## config.mk

```make
export PLATFORM = sky130hd
export DESIGN_NAME = game_ctrl
export DESIGN_NICKNAME = d
export VERILOG_FILES = /design/src/rtl/game_pkg.sv /design/src/rtl/game_ctrl_bcd_ctr.sv /design/src/rtl/game_ctrl.sv
export SDC_FILE = /design/constraint.sdc
export NUM_CORES = 1
export LEC_CHECK = 0
export CORE_MARGIN = 3
export CORE_UTILIZATION = 36
export CTS_CLUSTER_SIZE = 14
export DETAILED_ROUTE_END_ITERATION = 10
export GPL_TIMING_DRIVEN = 0
export RECOVER_POWER = 25
export SLEW_MARGIN = 20
export SYNTH_ARGS = -nofsm -noshare
export SYNTH_HDL_FRONTEND = slang
export SYNTH_SLANG_ARGS = --single-unit
export TNS_END_PERCENT = 5
```

## constraint.sdc

```tcl
create_clock -name clk -period 5.91 [get_ports clk]
set_input_delay 0.591 -clock clk [delete_from_list [all_inputs] [get_ports clk]]
set_output_delay 0.591 -clock clk [all_outputs]
set_load 0.05 [all_outputs]
```

## src/rtl/game_pkg.sv

```systemverilog
// game_pkg: shared types and constants for the game sequencer.
//   game_state_t : top-level sequencer states
//   BCD_W        : bits per BCD digit
//   BCD_DIGITS   : digits in the score counter
//   SCORE_MAX    : saturation value of the BCD score
package game_pkg;

   typedef enum logic [1:0] {
      S_IDLE = 2'd0,
      S_PLAY = 2'd1,
      S_OVER = 2'd2
   } game_state_t;

   localparam int          BCD_W      = 4;
   localparam int          BCD_DIGITS = 4;
   localparam logic [15:0] SCORE_MAX  = 16'h9999;

endpackage

```

## src/rtl/game_ctrl_bcd_ctr.sv

```systemverilog
// bcd_ctr: 4-digit saturating BCD incrementer.
//   clk   : system clock
//   reset : synchronous, active-high; clears the count
//   clr   : synchronous clear, wins over inc
//   inc   : add one (ignored once the count is 9999)
//   cnt   : registered BCD count
module bcd_ctr
   import game_pkg::*;
(
   input  logic        clk,
   input  logic        reset,
   input  logic        clr,
   input  logic        inc,
   output logic [15:0] cnt
);

   logic [15:0] cnt_q, cnt_d;

   // Next count: ripple a decimal carry from the least significant digit.
   always_comb begin
      logic             carry;
      logic [BCD_W-1:0] digit;
      cnt_d = cnt_q;
      carry = 1'b0;
      digit = '0;
      if (clr) begin
         cnt_d = 16'h0000;
      end else if (inc && (cnt_q != SCORE_MAX)) begin
         carry = 1'b1;
         for (int d = 0; d < BCD_DIGITS; d++) begin
            digit = cnt_q[d*BCD_W +: BCD_W];
            if (carry) begin
               if (digit == 4'd9) begin
                  cnt_d[d*BCD_W +: BCD_W] = 4'd0;
               end else begin
                  cnt_d[d*BCD_W +: BCD_W] = digit + 4'd1;
                  carry = 1'b0;
               end
            end else begin
               cnt_d[d*BCD_W +: BCD_W] = digit;
            end
         end
      end else begin
         cnt_d = cnt_q;
      end
   end

   // Count register.
   always_ff @(posedge clk) begin
      if (reset) begin
         cnt_q <= 16'h0000;
      end else begin
         cnt_q <= cnt_d;
      end
   end

   assign cnt = cnt_q;

endmodule

```

## src/rtl/game_ctrl.sv

```systemverilog
// game_ctrl: game sequencer for the enemy subsystem.
//   clk, reset   : system clock, synchronous active-high reset
//   start_btn    : debounced start button level
//   killed       : one-cycle kill pulse from the enemy array
//   enemy_alive  : per-slot alive flags
//   enemy_y      : per-slot y position
//   start        : one-cycle game start pulse
//   gameover     : one-cycle game over pulse
//   playing      : high while a game is running
//   lives        : remaining lives
//   level        : difficulty level, saturating at N_LEVEL-1
//   score        : 4-digit BCD kill count, saturating at 9999
module game_ctrl
   import game_pkg::*;
#(
   parameter int N_ENEMY         = 8,
   parameter int Y_LIMIT         = 440,
   parameter int START_LIVES     = 3,
   parameter int KILLS_PER_LEVEL = 10,
   parameter int N_LEVEL         = 8,
   parameter int HOLD_TICKS      = 99_999_999
) (
   input  logic                       clk,
   input  logic                       reset,
   input  logic                       start_btn,
   input  logic                       killed,
   input  logic [N_ENEMY-1:0]         enemy_alive,
   input  logic [8:0]                 enemy_y [N_ENEMY-1:0],
   output logic                       start,
   output logic                       gameover,
   output logic                       playing,
   output logic [2:0]                 lives,
   output logic [$clog2(N_LEVEL)-1:0] level,
   output logic [15:0]                score
);

   localparam int LW  = $clog2(N_LEVEL);
   localparam int KW  = (KILLS_PER_LEVEL > 1) ? $clog2(KILLS_PER_LEVEL) : 1;
   localparam int PCW = $clog2(N_ENEMY + 1);

   game_state_t          state_q, state_d;
   logic                 btn_q;
   logic                 start_q, start_d;
   logic                 over_q, over_d;
   logic                 play_q;
   logic [2:0]           lives_q, lives_d, lives_sub_s;
   logic [LW-1:0]        level_q, level_d;
   logic [KW-1:0]        kcnt_q, kcnt_d;
   logic [N_ENEMY-1:0]   br_q, br_d;
   logic [31:0]          hold_q, hold_d;
   logic [N_ENEMY-1:0]   br_s, nbr_s;
   logic [PCW-1:0]       pc_s [N_ENEMY+1];
   logic                 clr_s, inc_s;

   // Breach detection and running popcount of new breaches.
   assign pc_s[0] = '0;
   for (genvar i = 0; i < N_ENEMY; i++) begin : g_breach
      assign br_s[i]    = enemy_alive[i] & (enemy_y[i] >= 9'(Y_LIMIT));
      assign nbr_s[i]   = br_s[i] & ~br_q[i];
      assign pc_s[i+1]  = pc_s[i] + PCW'(nbr_s[i]);
   end

   // Lives after this cycle's new breaches, floored at zero.
   always_comb begin
      if (32'(lives_q) > 32'(pc_s[N_ENEMY])) begin
         lives_sub_s = lives_q - 3'(pc_s[N_ENEMY]);
      end else begin
         lives_sub_s = 3'd0;
      end
   end

   // Sequencer next-state and counter updates.
   always_comb begin
      state_d = state_q;
      start_d = 1'b0;
      over_d  = 1'b0;
      lives_d = lives_q;
      level_d = level_q;
      kcnt_d  = kcnt_q;
      br_d    = br_q & enemy_alive;
      hold_d  = hold_q;
      clr_s   = 1'b0;
      inc_s   = 1'b0;
      case (state_q)
         S_IDLE: begin
            if (start_btn & ~btn_q) begin
               state_d = S_PLAY;
               start_d = 1'b1;
               lives_d = 3'(START_LIVES);
               level_d = '0;
               kcnt_d  = '0;
               br_d    = '0;
               clr_s   = 1'b1;
            end else begin
               state_d = S_IDLE;
            end
         end
         S_PLAY: begin
            // An enemy stays flagged while alive so it costs one life per descent.
            br_d    = (br_q | br_s) & enemy_alive;
            lives_d = lives_sub_s;
            if (killed) begin
               inc_s = 1'b1;
               if (kcnt_q == KW'(KILLS_PER_LEVEL - 1)) begin
                  kcnt_d = '0;
                  if (level_q != LW'(N_LEVEL - 1)) begin
                     level_d = level_q + 1'b1;
                  end else begin
                     level_d = level_q;
                  end
               end else begin
                  kcnt_d = kcnt_q + 1'b1;
               end
            end else begin
               inc_s = 1'b0;
            end
            if (lives_sub_s == 3'd0) begin
               state_d = S_OVER;
               over_d  = 1'b1;
               hold_d  = 32'(HOLD_TICKS);
            end else begin
               state_d = S_PLAY;
            end
         end
         S_OVER: begin
            if (hold_q == 32'd0) begin
               state_d = S_IDLE;
            end else begin
               hold_d = hold_q - 32'd1;
            end
         end
         default: begin
            state_d = S_IDLE;
         end
      endcase
   end

   // State and output registers.
   always_ff @(posedge clk) begin
      if (reset) begin
         state_q <= S_IDLE;
         btn_q   <= 1'b0;
         start_q <= 1'b0;
         over_q  <= 1'b0;
         play_q  <= 1'b0;
         lives_q <= 3'd0;
         level_q <= '0;
         kcnt_q  <= '0;
         br_q    <= '0;
         hold_q  <= 32'd0;
      end else begin
         state_q <= state_d;
         btn_q   <= start_btn;
         start_q <= start_d;
         over_q  <= over_d;
         play_q  <= (state_d == S_PLAY);
         lives_q <= lives_d;
         level_q <= level_d;
         kcnt_q  <= kcnt_d;
         br_q    <= br_d;
         hold_q  <= hold_d;
      end
   end

   bcd_ctr u_score (
      .clk   (clk),
      .reset (reset),
      .clr   (clr_s),
      .inc   (inc_s),
      .cnt   (score)
   );

   assign start    = start_q;
   assign gameover = over_q;
   assign playing  = play_q;
   assign lives    = lives_q;
   assign level    = level_q;

endmodule

```

Word level (Yosys, flattened, before mapping) --
Cells that the tools add are included.
Storage, ports and cells: RAM bits 0, bits in read-only memories 0, input bits 84, bits in registers 72, word-level logic and storage cells 140, bits in latches 0, memories 0, output and inout bits 25
Operators by class: bitwise logic cells 30, mux-type cells 41, equality and inequality tests 16, order comparisons 9, shift-type cells 0, add/subtract/negate cells 15, reduce and logical (&&, ||, !) cells 15, multipliers 0, div/mod/pow operators 0
Operator list (count):
- $ge A9 B9 Y1 const B | 8
- $mux W32 | 2
- $pmux W32 S2 | 1
- $logic_not A32 Y1 | 1
- $sub A32 B1 Y32 const B | 1
- $mux W4 | 7
- $add A4 B1 Y4 const B | 5
- $eq A4 B4 Y1 const B | 5
- $mux W3 | 6
- $and A1 B1 Y1 | 17
- $mux W1 | 17
- $add A4 B1 Y4 | 4
- $and A8 B8 Y8 | 2
- $ne A16 B16 Y1 const B | 1
- $pmux W8 S2 | 1
- $ne A2 B2 Y1 const B | 6
- $pmux W3 S2 | 2
- $not A1 Y1 | 10
- $mux W8 | 1
- $or A8 B8 Y8 | 1
- $pmux W4 S2 | 1
- $reduce_and A2 Y1 | 4
- $pmux W2 S3 | 1
- $reduce_and A3 Y1 | 2
- 16 further kinds | 20

Logic depth before layout (Yosys ltp) --
word-level depth 16, depth in mapped cells 19, gate-level depth less buffers 17

Modules after synthesis --
A second synthesis with hierarchy kept.
Second synthesis, totals: cells, all modules 482, area, all modules 3996.3 sq um
Modules (own cells, without submodules):
- game_ctrl | sequential area each 1121.1 sq um, times used 1, area each 3155.5 sq um, cells each 376
- bcd_ctr | sequential area each 320.3 sq um, times used 1, area each 840.8 sq um, cells each 106

Worst setup path after synthesis --
OpenSTA, ideal clock, no wires.
path kind input to register, from input enemy_y[5] in the netlist's numbering, to register hold_q[5], stages 19, setup slack 0.492 ns, library setup time 0.088 ns, required time 5.822 ns, arrival time 5.330 ns, path through a31oi_1 > nor3_1 > fa_1 > inv_1 > fa_1 > fa_1 > inv_1 > ha_1 > fa_1 > inv_1 > fa_1 > xor2_1 > or3_1 > a21bo_2 > buf_1 > a21oi_2 > buf_2 > a21oi_1 > a311oi_2
Between the ends: longest elaborated chain between the ends 15, elaborated cells on any way between the ends 16, classes of those cells add/sub: 8; order compare: 2; eq/ne: 1; mux: 1; bitwise: 2; reduce/logical: 2
Ends and longest elaborated chain:
- start, declared | line game_ctrl.sv:28 | input logic [8:0] enemy_y [N_ENEMY-1:0],
- $ge A9 B9 Y1 * | line game_ctrl.sv:58 | assign br_s[i] = enemy_alive[i] & (enemy_y[i] >= 9'(Y_LIMIT));
- $and A1 B1 Y1 * | line game_ctrl.sv:58
- $and A1 B1 Y1 * | line game_ctrl.sv:59 | assign nbr_s[i] = br_s[i] & ~br_q[i];
- $add A1 B1 Y2 * | line game_ctrl.sv:60 | assign pc_s[i+1] = pc_s[i] + PCW'(nbr_s[i]);
- $add A2 B1 Y3 * | line game_ctrl.sv:60
- $add A3 B1 Y4 * | line game_ctrl.sv:60
- $add A4 B1 Y4 * (4 in a row) | line game_ctrl.sv:60
- $gt A3 B4 Y1 / $sub A3 B3 Y3 (equally long branches) | line game_ctrl.sv:65, game_ctrl.sv:66
- $mux W3 * | line game_ctrl.sv:65 | if (32'(lives_q) > 32'(pc_s[N_ENEMY])) begin
- $logic_not A3 Y1 * | line game_ctrl.sv:117 | if (lives_sub_s == 3'd0) begin
- $ne A2 B2 Y1 (no source line) *
- $reduce_and A3 Y1 (no source line) *
- end signal, assigned | line game_ctrl.sv:161 | hold_q <= hold_d;
- end, declared | line game_ctrl.sv:50 | logic [31:0] hold_q, hold_d;
Mark *: on every way between the ends. The rest lies on a longest branch, timed or not. A chain may end at the register's enable or synchronous reset.

Worst setup path in the final report --
from input enemy_y[4] in the netlist's numbering, to register hold_q[7]
Same word-level chain as after synthesis.

==> out/metrics.csv <==
metric,value,unit
vias per cell,5.32,
Hold Crit Class,flop to flop,
largest net degree at the start of global routing,13,
Worst Tran Pin Value,0.759,ns
WL/cell,14.8,um
area of the multi-input gates,2460,um^2
Chip Height,112,um
Setup TNS,0,ns
Worst Hold Depth,2,
share of layout cells above drive strength 1,8.70,%
initial antenna violation count,0,
final hold vios,0,
CP Class,input pin to flop,
first-pass GRT wire length,17400,um
die area,12500,um^2
all-layer global routing usage,16.8,%
Arrival @ worst endpoint,5.87,ns
iteration count of the initial detailed-routing pass,4,
Final setup viols,0,
Mapped Area,4020,um^2
clk sinks,72,
"EDFF count, synth",0,
Post-DRT Antenna Nets,0,
P&R area growth vs syn,31.2,%
max-cap viol count,0,
CP Data Required Time,6.18,ns
Critical Path Most Common Cell,fa_1,
H-tree depth,3,
Final Wtd Congestion,0.845,
Max rail drop VDD,0.225,mV
"Slew Viols, Final",0,
DP HPWL,7710,um
Synth top area share,35.9,%
setup bufs post-CTS,0,
final worst path period share,94.8,%
Post-Route WL,10300,um
crit end category,flop,
syn_area_per_cell,8.65,um^2
final setup margin,0.308,ns
Starting Density,37.9,%
DR DRC count,0,
vias in the first global route,3666,
"Primary FF master, synth",dfxtp_1,
vias,3718,
clock skew,0.0107,ns
Placed Cells,684,
Synth Warn #,0,
Final Non-Filler Cells,699,
syn nets,569,
library cells used by synthesis,62,
Synth area leaders,"dfxtp_1, nor2_1, ha_1",
relative slew slack,49.2,%
"Seq/Total Area, Yosys",35.9,%
worst-case reg-to-reg path depth,17,
Fill cells,1043,
CTS clock-pin slew for the worst setup and hold paths,0.08,ns
post-synthesis register bit count,72,
io pins,109,
cells after synthesis,465,
leakage,1.95,nW
ant diodes,0,
Finished Cell Area,5280,um^2
Num CTS Buffers,9,
"area leader, netlist",dfxtp_1,
largest fanout on the critical path,10,
row cnt,37,
net count reported at finish,662,
"critical path, cell by cell",clkdlybuf4s50_1 -> a31oi_2 -> nor3_1 -> fa_1 -> inv_1 -> fa_1 -> fa_1 -> inv_1 -> ha_1 -> fa_1 -> inv_1 -> fa_1 -> xor2_1 -> or3_1 -> a21bo_4 -> a21oi_4 -> buf_4 -> a21oi_1 -> a311oi_2,
initial DRC count,154,
PortBufs,83,
clock root cell,clkbuf_8,
TritonCTS clock tree,done,
die extent in x,112,um
core box area,10600,um^2
PnR Total Power,1.65,mW
"FFs w/ async S/R, synth",0,%
RSZ-0062 raised after global routing,false,
Reg area,1440,um^2
crit path launch type,input pin,
post-layout min period,5.60,ns
clock buffer depth,2,
overflow left after global routing,0,
Max Clk Rate,179,MHz
pre-CTS setup slack,-0.498,ns
status,"complete, no violations",
placed inst area,5020,um^2
worst-skew pair later-pin latency,0.36,ns
PwrDens,313,nW/um^2
CP max-delay cell,fa_1,
worst stage delay on the critical path,0.55,ns
==> routing by layer <==
layer / track usage, % / wire length [um]
met1: 20.7 / 4660
met2: 28.6 / 4940
met3: 4.73 / 591
met4: 5.03 / 142
met5: 0 / 0
==> cell type report <==
cell class / instances / area share, %
Clock buffer: 10 / 2.61
Buffer: 13 / 1.26
Timing Repair Buffer: 83 / 15.7
Sequential cell: 72 / 27.3
Tap cell: 136 / 3.23
Clock inverter: 6 / 1.57
Inverter: 22 / 1.57
Multi-Input combinational cell: 357 / 46.7
==> state kept, by name (all words and copies together), names as in the netlist <==
register	cells
br_q	8
btn_q	1
gameover	1
hold_q	32
kcnt_q	4
level	3
lives	3
playing	1
start	1
state_q	2
u_score.cnt	16
==> logic make-up after synthesis <==
logic type / count (synthesis) / synth area share, %
adder cells (fa/ha/maj): 20 / 7.16
multiplexers: 2 / 0.498
XOR/XNOR: 29 / 6.32
AO/OA/AOI/OAI: 90 / 16.6
flip-flops: 72 / 35.9
AND/OR/NAND/NOR: 216 / 29.9
buffers and inverters: 36 / 3.67
==> worst max-delay path: cells and delay by family <==
| kind | cells | cell delay, ns |
|---|---|---|
| AO/OA/AOI/OAI | 5 | 1.09 |
| XOR/XNOR | 1 | 0.17 |
| AND/OR/NAND/NOR | 2 | 0.48 |
| adder cells (fa/ha/maj) | 6 | 2.72 |
| buffers and inverters | 5 | 0.82 |
==> final timing paths <==
path,slack [ns],start,to
worst min-delay path,0.48,level[1],level[1]
worst min register to register,0.48,level[1],level[1]
worst max-delay path,0.31,enemy_y[4],hold_q[7]
worst max register to register,0.81,br_q[1],hold_q[7]
==> metrics by stage <==
stage	utilization [%]	hold WS [ns]
3_3_place_gp	47.4	0.461
5_1_grt	49.8	0.509
4_1_cts	49.5	0.486
6_report	49.8	0.482
3_5_place_dp	47.4	0.474
2_1_floorplan	-	0.472
==> timing repair <==
item                                    CTS  global route
resized for setup                         1            11
hold buffers                              0             0
endpoints found under the setup margin    9            27
==> cells in the mapped netlist (10+ instances only) <==
master    n
or3_1    11
inv_1    22
xor2_1   16
a31oi_1  10
nor2_1   69
ha_1     15
nor3_1   19
nand2_1  28
nand3_1  19
a21oi_1  28
nand4_1  11
xnor2_1  13
dfxtp_1  72
==> power breakdown <==
part | switching [mW] | total (mW) | internal (mW)
sequential | 0.0636 | 0.602 | 0.539
clock | 0.192 | 0.439 | 0.247
combinational | 0.364 | 0.612 | 0.247
total | 0.620 | 1.65 | 1.03
==> cells in the final DEF, fill, tap and decap left out, types with 5 or more instances in the layout <==
master / instances
a22oi_1: 8
nor3_1: 19
clkbuf_8: 10
xnor2_1: 13
clkdlybuf4s50_1: 69
ha_1: 15
nor4_1: 8
or3_1: 11
nand2b_1: 6
nand2_1: 28
nor2_1: 69
a311oi_2: 7
o21ai_0: 7
a31oi_1: 9
dfxtp_1: 72
inv_1: 22
xor2_1: 16
a211oi_1: 7
dlygate4sd3_1: 14
a311oi_1: 6
fa_1: 5
clkbuf_1: 7
nand4_1: 11
nand3_1: 19
nor2b_1: 6
and3_1: 7
a21oi_1: 28
Note: power is estimated with default switching activity, not from simulation.
